`config.mk`:
```
export PLATFORM = sky130hd
export DESIGN_NAME = ysyx_25040111_mem_arb
export DESIGN_NICKNAME = d
export VERILOG_FILES = /design/src/rtl/ysyx_25040111_mem_arb.sv
export SDC_FILE = /design/constraint.sdc
export NUM_CORES = 1
export LEC_CHECK = 0
export CAP_MARGIN = 20
export CORE_ASPECT_RATIO = 0.5
export CORE_MARGIN = 10
export CORE_UTILIZATION = 29
export CTS_BUF_LIST = sky130_fd_sc_hd__clkbuf_4 sky130_fd_sc_hd__clkbuf_8
export CTS_CLUSTER_DIAMETER = 30
export DETAILED_ROUTE_END_ITERATION = 10
export PLACE_DENSITY = 0.79
export SLEW_MARGIN = 30
export SYNTH_ARGS = -nofsm -noshare
export SYNTH_HDL_FRONTEND = slang
export SYNTH_SLANG_ARGS = --single-unit
```
`constraint.sdc`:
```
create_clock -name clock -period 1.4 [get_ports clock]
set_clock_uncertainty 0.15 [all_clocks]
set_input_delay 0.28 -clock clock [delete_from_list [all_inputs] [get_ports clock]]
set_output_delay 0.28 -clock clock [all_outputs]
set_load 0.05 [all_outputs]
```
`src/rtl/ysyx_25040111_mem_arb.sv`:
```
// Two-requester memory arbiter: LSU has priority over IFU, one registered transaction in flight.
// The optional WAIT-state watchdog is enabled by defining YSYX_25040111_ARB_TIMEOUT_EN.
module ysyx_25040111_mem_arb #(
  parameter logic [15:0] TIMEOUT = 16'd1024
) (
  input  logic        clock,
  input  logic        reset,

  input  logic        ifu_req_valid,
  output logic        ifu_req_ready,
  input  logic [31:0] ifu_addr,
  output logic        ifu_rsp_valid,
  output logic [31:0] ifu_rdata,

  input  logic        lsu_req_valid,
  output logic        lsu_req_ready,
  input  logic        lsu_write,
  input  logic [31:0] lsu_addr,
  input  logic [31:0] lsu_wdata,
  input  logic [1:0]  lsu_mask,
  output logic        lsu_rsp_valid,
  output logic [31:0] lsu_rdata,

  output logic        mem_req_valid,
  input  logic        mem_req_ready,
  output logic        mem_write,
  output logic [31:0] mem_addr,
  output logic [31:0] mem_wdata,
  output logic [1:0]  mem_mask,
  input  logic        mem_rsp_valid,
  input  logic [31:0] mem_rdata,

  output logic        arb_busy,
  output logic        arb_err
);

  typedef enum logic [1:0] {
    ST_IDLE = 2'd0,
    ST_REQ  = 2'd1,
    ST_WAIT = 2'd2
  } state_t;

  localparam logic OWNER_IFU = 1'b0;
  localparam logic OWNER_LSU = 1'b1;

  state_t      state, state_nxt;
  logic        owner;
  logic        req_write;
  logic [31:0] req_addr;
  logic [31:0] req_wdata;
  logic [1:0]  req_mask;

  logic        rsp_hit;
  logic        abort;
  logic        done;
  logic [31:0] rsp_data;

  assign lsu_req_ready = (state == ST_IDLE);
  assign ifu_req_ready = (state == ST_IDLE) && !lsu_req_valid;

  // Responses outside WAIT are dropped here, so a stray pulse reaches nobody.
  assign rsp_hit = (state == ST_WAIT) && mem_rsp_valid;

`ifdef YSYX_25040111_ARB_TIMEOUT_EN
  logic [15:0] wait_cnt;

  always_ff @(posedge clock) begin
    if (reset) begin
      wait_cnt <= 16'd0;
    end else if (state == ST_REQ) begin
      wait_cnt <= 16'd0;
    end else if (state == ST_WAIT) begin
      wait_cnt <= wait_cnt + 16'd1;
    end
  end

  // A real response in the expiry cycle takes precedence over the abort.
  assign abort = (state == ST_WAIT) && !mem_rsp_valid && (wait_cnt == TIMEOUT - 16'd1);
`else
  assign abort = 1'b0;
`endif

  assign done     = rsp_hit || abort;
  assign rsp_data = abort ? 32'hDEAD_BEEF : mem_rdata;
  assign arb_err  = abort;

  assign ifu_rsp_valid = done && (owner == OWNER_IFU);
  assign lsu_rsp_valid = done && (owner == OWNER_LSU);
  assign ifu_rdata     = rsp_data;
  assign lsu_rdata     = rsp_data;

  assign mem_req_valid = (state == ST_REQ);
  assign mem_write     = req_write;
  assign mem_addr      = req_addr;
  assign mem_wdata     = req_wdata;
  assign mem_mask      = req_mask;
  assign arb_busy      = (state != ST_IDLE);

  always_comb begin
    // NOTE: next state defaults to the current one before the case, so no path leaves it unassigned and no latch is inferred.
    state_nxt = state;
    case (state)
      ST_IDLE: if (lsu_req_valid || ifu_req_valid) state_nxt = ST_REQ;
      ST_REQ:  if (mem_req_ready)                  state_nxt = ST_WAIT;
      ST_WAIT: if (done)                           state_nxt = ST_IDLE;
      default:                                     state_nxt = ST_IDLE;
    endcase
  end

  // NOTE: sequential state uses non-blocking assignments so every register samples pre-edge values.
  always_ff @(posedge clock) begin
    if (reset) begin
      state     <= ST_IDLE;
      owner     <= OWNER_IFU;
      req_write <= 1'b0;
      req_addr  <= 32'd0;
      req_wdata <= 32'd0;
      req_mask  <= 2'b00;
    end else begin
      state <= state_nxt;
      if (state == ST_IDLE) begin
        if (lsu_req_valid) begin
          owner     <= OWNER_LSU;
          req_write <= lsu_write;
          req_addr  <= lsu_addr;
          req_wdata <= lsu_wdata;
          req_mask  <= lsu_mask;
        end else if (ifu_req_valid) begin
          owner     <= OWNER_IFU;
          req_write <= 1'b0;
          req_addr  <= ifu_addr;
          req_wdata <= 32'd0;
          req_mask  <= 2'b10;
        end
      end
    end
  end

endmodule

```
# Yosys cells after proc, flatten, opt, wreduce, memory -nomap -nowiden

Index checks and enable logic that the tools add are counted.

Bitwise operators: 1
Reduce and logical (&&, ||, !) cells: 11
Multiplexer cells: 13
Eq/ne operators: 5

Operator list:

| kind                                                  | number |
|---|---|
| 2-to-1 mux 32 bit                                     | 4 |
| 2-to-1 mux 2 bit                                      | 5 |
| one-hot mux 2 bit (3 select lines)                    | 1 |
| logical AND 1 bit                                     | 4 |
| inequality test 2 x 1 -> 1 bit, second input constant | 2 |
| nonzero test 2 bit                                    | 2 |
| 2-to-1 mux 1 bit                                      | 3 |
| AND reduction 3 bit                                   | 1 |
| == test 2 x 1 -> 1 bit, second input constant         | 1 |
| == test 2 bit, second input constant                  | 1 |
| logical NOT 2 bit                                     | 1 |
| inequality test 2 bit, second input constant          | 1 |
| AND reduction 2 bit                                   | 1 |
| logical NOT 1 bit                                     | 1 |
| logical OR 1 bit                                      | 1 |
| NOT 1 bit                                             | 1 |

Input bits: 137
Register bits: 70
Output and inout port bits: 138

# Longest topological paths before layout

Gate-level depths: netlist of the first run.

Depth in word-level cells: 4
Depth in mapped cells: 7

# Worst setup path before layout of the first run

No wires, ideal clock.

Path type: reg-to-output
Start point: register state[1]
End point: output port lsu_rsp_valid
Data arrival time: 1737 ps
Path buffers: 0
Cell stages (with the launch flop): 3
Data required time: 970 ps
Slack: -767 ps
Cells stage by stage: dfxtp_1 -> nand2_1 -> nor3b_1

Longest elaborated chain between the ends: 3

RTL lines:

| what                   | RTL line | text |
|---|---|---|
| start, declared        | 46       | `state_t state, state_nxt;` |
| start signal, assigned | 120      | `state <= state_nxt;` |
| == test 2 bit          | 62       | `assign rsp_hit = (state == ST_WAIT) && mem_rsp_valid;` |
| logical AND 1 bit      | 62       |  |
| logical AND 1 bit      | 88       | `assign lsu_rsp_valid = done && (owner == OWNER_LSU);` |
| end, declared          | 21       | `output logic lsu_rsp_valid,` |

Every way passes these cells.

# Final worst setup path of the first run

Start point: register owner
End point: output port lsu_rsp_valid

Longest elaborated chain between the ends: 1

RTL lines:

| what                   | RTL line | text |
|---|---|---|
| start, declared        | 47       | `logic owner;` |
| start signal, assigned | 114      | `owner <= OWNER_IFU;` |
| start signal, assigned | 123      | `owner <= OWNER_LSU;` |
| start signal, assigned | 129      | `owner <= OWNER_IFU;` |
| logical AND 1 bit      | 88       |  |

Every way passes these cells.

==> metrics.yaml, run 1 <==
cp-start-kind: "flip-flop"
cp.required_ns: 0.97
slew_viol_final: 0
avgSynthCellArea_um2: 9.274
drv_cap: 0
dp_hpwl_um: 10010
io_pins: 275
grt_max_degree: 36
setup_violations: 75
setup_ws_ns: -0.3525
worstPathArrival_ns: 1.32
timing.final.hold_violations: 0
final_common_cell: "clkdlybuf4s50_1"
placed_area_um2: 5919
comb_power_share_pct: 45.8
yosys_register_bits: 70
wire_per_inst_um: 26.20
area.growth.synth_to_final_pct: 113.8
hold_depth: 2
switching_share_pct: 36.58
grt_pass1_vias: 3987
ff2ff_setup_slack_ns: -0.26
final_nets: 676
critPathKind: "reg2out"
internal_power_mw: 4.916
peakVddDrop_uv: 494.6
postRouteAntennaNets: 0
crit_path_start: "owner"
top_layer: "met4"
drive_above_1_share_pct: 62.13
track_usage_pct: 18.01
power_frac_seq_pct: 31.5
crit_end: "lsu_rsp_valid"
r2r-start: "state[1]"
period_needed_ns: 1.753
first_iter_violations: 179
antenna_found_initial: 0
routed_wl_um: 18570
firstDrtPassIters: 5
cts_num_sinks: 70
hold_ws_ns: 0.2000
wl_met3_um: 944
met1_length_um: 6665
clkPwrFrac_pct: 22.8
portBuffers: 177
design_area_um2: 7692
die_w_um: 177.5
post-route-util_pct: 64.20
num_vias: 3734
endpoint_kind: "output pin"
min_path_type: "in2reg"
via_per_inst: 5.267
rows: 28
p_leak_nw: 2.955
die_area_um2: 17530
netSwitchingPower_mw: 2.835
yosysSeqAreaShare_pct: 38.94
routabilityCongestion: 0.7592
cts_buffers: 9
r2r-end: "mem_addr[23]"
synth.distinct_cells: 25
wl_met2_um: 9943
grt_first_pass_wirelength_um: 24510
grt_overflow: 0
rsz0062_at_grt: "yes"
reg2reg_depth: 8
post-route-period-util_pct: 125.2
yosys_warnings: 0
synth.net_count: 525
antennaDiodeCount: 0
syn-instance-count: 388
route.detailed.drc: 0
crit_fanout: 3
mostFrequentLayoutCells: "101 x clkdlybuf4s50_1, 90 x buf_12, 44 x dfxtp_1"
pwr_density_cell_nw_per_um2: 1008
fmax_mhz: 570.6
cts_buffer_depth: 2
clk-insertion-delay-late_ns: 0.35
start_util_pct: 30.03
die_h_um: 98.77
status: "finished with violations"
cts_tree: "yes"
path_clk_slew_ns: 0.09
cts_root_buf: "clkbuf_8"
violations: "setup timing"
htreeDepth: 3
syn_area_um2: 3598
coreArea_um2: 11980
==> flip-flops by register name, summed over array words and instances, names as in the netlist <==
register,cells
mem_write,1
mem_mask,2
mem_addr,32
state,2
owner,1
mem_wdata,32
==> cell usage after synthesis <==
library cell  number  area (µm²)
nor3b_1            2       15.01
clkbuf_1           7       26.28
a2111oi_1          1       10.01
conb_1             1       3.750
or2_1              1       6.260
nor2_8             1       20.02
inv_2              1       3.750
nor3b_4            1       18.77
a211oi_1           2       15.01
o221a_1            1       11.26
a21oi_1           68       340.3
inv_1              1       3.750
nor2_4             2       22.52
nor3_1             1       5.000
nor2_1             3       11.26
buf_2             12       60.06
dfxtp_1           70        1401
buf_1              3       11.26
mux2i_1           32       320.3
nor2b_1            1       6.260
buf_4             68       510.5
o21ai_1           35       175.2
nand2_1           36       135.1
a211oi_2          30       375.4
buf_6              8       90.09
==> worst min-delay path by stage <==
| stage | start | end | slack [ns] |
|---|---|---|---|
| floorplan | mem_req_ready | state[0] | 0.24 |
| global placement | mem_wdata[27] | mem_wdata[27] | 0.35 |
| detailed placement | mem_wdata[1] | mem_wdata[1] | 0.36 |
| CTS | reset | mem_wdata[0] | 0.16 |
| global route | reset | mem_wdata[0] | 0.20 |
| finish | reset | mem_wdata[0] | 0.20 |
==> layout make-up <==
type	count	area, µm²
Fill cell	804	4289
Timing Repair Buffer	238	3526
Multi-Input combinational cell	218	2305
Sequential cell	70	1439
Tap cell	165	206.4
Clock buffer	12	158.9
Clock inverter	4	45.04
Inverter	2	12.51
==> metrics by stage <==
step	total power [mW]	std cells	setup TNS (ns)	worst slack (ns)
CTS	7.326	700	-6.529	-0.2842
global placement	4.934	657	-16.44	-0.3560
detailed placement	4.986	657	-19.09	-0.3850
finish	7.751	709	-13.53	-0.3525
floorplan	4.106	388	-2.099	-0.2189
global route	7.992	709	-16.50	-0.3523
==> kinds of logic after synthesis <==
| logic type | after synthesis | share of synthesized area (%) |
|---|---|---|
| AO/OA/AOI/OAI | 137 | 25.76 |
| buffers and inverters | 100 | 19.61 |
| flip-flops | 70 | 38.94 |
| multiplexers | 32 | 8.901 |
| other | 1 | 0.1042 |
| AND/OR/NAND/NOR | 48 | 6.676 |
==> routing by layer <==
metal,GRT usage [%],up-vias
met5,0,-
li1,-,1601
met2,33.43,165
met3,4.189,84
met1,18.48,1884
met4,9.936,0
==> power by group through the flow <==
stage	clock, mW	combinational (mW)	sequential (mW)
after global routing	1.89	3.65	2.46
after global placement	0	2.54	2.39
after detailed placement	0	2.58	2.40
after CTS	1.77	3.19	2.37
final	1.76	3.55	2.44
after floorplan	0	1.21	2.89
==> critical path, stage by stage, from the launching register on <==
cell and delay (ns):
dfxtp_1 0.50, nor3b_4 0.30, buf_12 0.17
==> what timing repair did <==
item | CTS | global route
gates cloned | 11 | 3
setup endpoints to repair | 74 | 76
pin swaps | 84 | 34
buffers inserted | 17 | 6
resized for setup | 128 | 120
hold endpoints to repair | 0 | 0
hold buffers | 0 | 0
(Power assumes the default switching activity.)
==> inputs of run 2 (changes only) <==
==> constraint.sdc (replaced) <==
create_clock -name clock -period 1.5 [get_ports clock]
set_clock_uncertainty 0.15 [all_clocks]
set_input_delay 0.3 -clock clock [delete_from_list [all_inputs] [get_ports clock]]
set_output_delay 0.3 -clock clock [all_outputs]
set_load 0.05 [all_outputs]
==> metrics.yaml, run 2 (synthesis gave the netlist of run 1 again) <==
cts_buffer_depth: 2
violations: "setup timing"
cp_slowest_stage_delay_ns: 0.45
reg2reg_depth: 7
routabilityCongestion: 0.7715
antennaDiodeCount: 0
postRouteAntennaNets: 0
worstPathCellList: "nor3b_4 -> buf_12"
hold_depth: 2
p_leak_nw: 2.559
worstPathArrival_ns: 1.25
cp-start-kind: "flip-flop"
rsz0062_at_grt: "yes"
top_layer: "met4"
relSlewSlack_pct: 64.75
post-route-util_pct: 55.97
switching_share_pct: 35.31
route.detailed.drc: 0
rows: 28
drv_cap: 0
pwr_density_cell_nw_per_um2: 945.1
fmax_mhz: 588.5
crit_family: "flip-flops"
cp_slowest_cell: "dfxtp_1"
wire_per_inst_um: 20.15
post-route-period-util_pct: 113.3
timing.final.hold_violations: 0
portBuffers: 177
grt_max_degree: 36
worstHoldEndpoint: "state[1]"
die_h_um: 98.77
first_iter_violations: 146
io_pins: 275
num_vias: 3257
critPathKind: "reg2out"
place_inst: 656
comb_power_share_pct: 43.8
slew_viol_final: 0
mostFrequentLayoutCells: "101 x clkdlybuf4s50_1, 85 x buf_12, 68 x dfxtp_1"
ff2ff_setup_slack_ns: -0.14
path_clk_slew_ns: 0.07
cp.required_ns: 1.05
placed_area_um2: 5887
tightestPinTransition_ns: 0.5287
area.growth.synth_to_final_pct: 86.37
final_nets: 658
netSwitchingPower_mw: 2.238
die_area_um2: 17530
r2r-end: "mem_addr[19]"
firstDrtPassIters: 4
peakVddDrop_uv: 474.5
die_w_um: 177.5
n_fill_cell: 972
wl_met3_um: 596
clk-insertion-delay-late_ns: 0.34
cts_root_buf: "clkbuf_8"
start_util_pct: 30.03
htreeDepth: 3
min_path_type: "in2reg"
setup_ws_ns: -0.1993
cts_num_sinks: 70
critPathBufInv: 1
clkPwrFrac_pct: 21.2
grt_first_pass_wirelength_um: 19850
power_frac_seq_pct: 35.0
cts_buffers: 9
routed_wl_um: 13900
grt_pass1_vias: 3484
internal_power_mw: 4.100
setup_violations: 62
dp_hpwl_um: 9652
via_per_inst: 4.720
r2r-start: "state[1]"
antenna_found_initial: 0
coreArea_um2: 11980
grt_overflow: 0
power.total_mw: 6.338
endpoint_kind: "output pin"
crit_fanout: 3
final_common_cell: "clkdlybuf4s50_1"
cts_tree: "yes"
design_area_um2: 6706
status: "finished with violations"
drive_above_1_share_pct: 41.14
pre_cts_ws_ns: -0.3223
track_usage_pct: 14.42
met1_length_um: 4936
period_needed_ns: 1.699
wl_met2_um: 8143
fin_cells: 690
hold_start: "reset"
-- run 2: changes by cell type in the layout (fill, tap and decap cells not counted), moves of 5 or more --
cell,change
dfxtp_2,-24
a21oi_1,+42
nand2_1,+34
buf_16,-10
o21ai_2,+9
a21oi_4,-13
o21ai_4,-10
nand2_2,-9
a21oi_2,-29
buf_8,-5
buf_12,-5
dfxtp_1,+24
nand2_4,-25
-- run 2: stage by stage --
step	TNS [ns]	hold WS, ns
3_5_place_dp	-13.23	0.3575
4_1_cts	-2.422	0.2401
2_1_floorplan	-0.3842	0.2551
3_3_place_gp	-9.871	0.3483
6_report	-4.601	0.2622
5_1_grt	-8.050	0.2544
-- run 2: final cells by class --
class	instances	area, µm²	area share, %
timing repair buffer	220	3162	47.15
multi-input combinational	218	1748	26.06
tap	165	206.4	3.078
clock inverter	4	23.77	0.3545
sequential	70	1409	21.01
inverter	2	12.51	0.1866
clock buffer	11	145.1	2.164
-- run 2: power groups by stage --
stage | Clock, mW | Sequential [mW] | Combinational (mW)
floorplan | 0 | 2.70 | 1.13
global placement | 0 | 2.23 | 2.34
detailed placement | 0 | 2.25 | 2.38
CTS | 1.40 | 2.20 | 2.56
global route | 1.47 | 2.24 | 2.89
finish | 1.35 | 2.22 | 2.77
-- run 2: what timing repair did --
item / in CTS / in global routing
gates resized for setup: 25 / 59
pin swaps: 7 / 57
setup endpoints to repair: 30 / 67
buffers inserted: 8 / 3
gates cloned: 3 / 6
hold buffers: 0 / 0
-- run 2: per-layer routing --
metal	GRT usage, %	vias up
met2	29.45	77
li1	-	1560
met5	0	-
met3	3.960	25
met4	4.522	0
met1	13.57	1595
-- run 2: worst max-delay path by stage --
stage / start / endpoint / slack, ns / depth (start not counted)
detailed placement: mem_rsp_valid / lsu_rsp_valid / -0.32 / 4
floorplan: state[0] / ifu_req_ready / -0.14 / 6
global placement: mem_rsp_valid / ifu_rsp_valid / -0.30 / 4
finish: owner / lsu_rsp_valid / -0.20 / 2
CTS: state[0] / lsu_rsp_valid / -0.22 / 3
global route: state[0] / mem_req_valid / -0.25 / 3
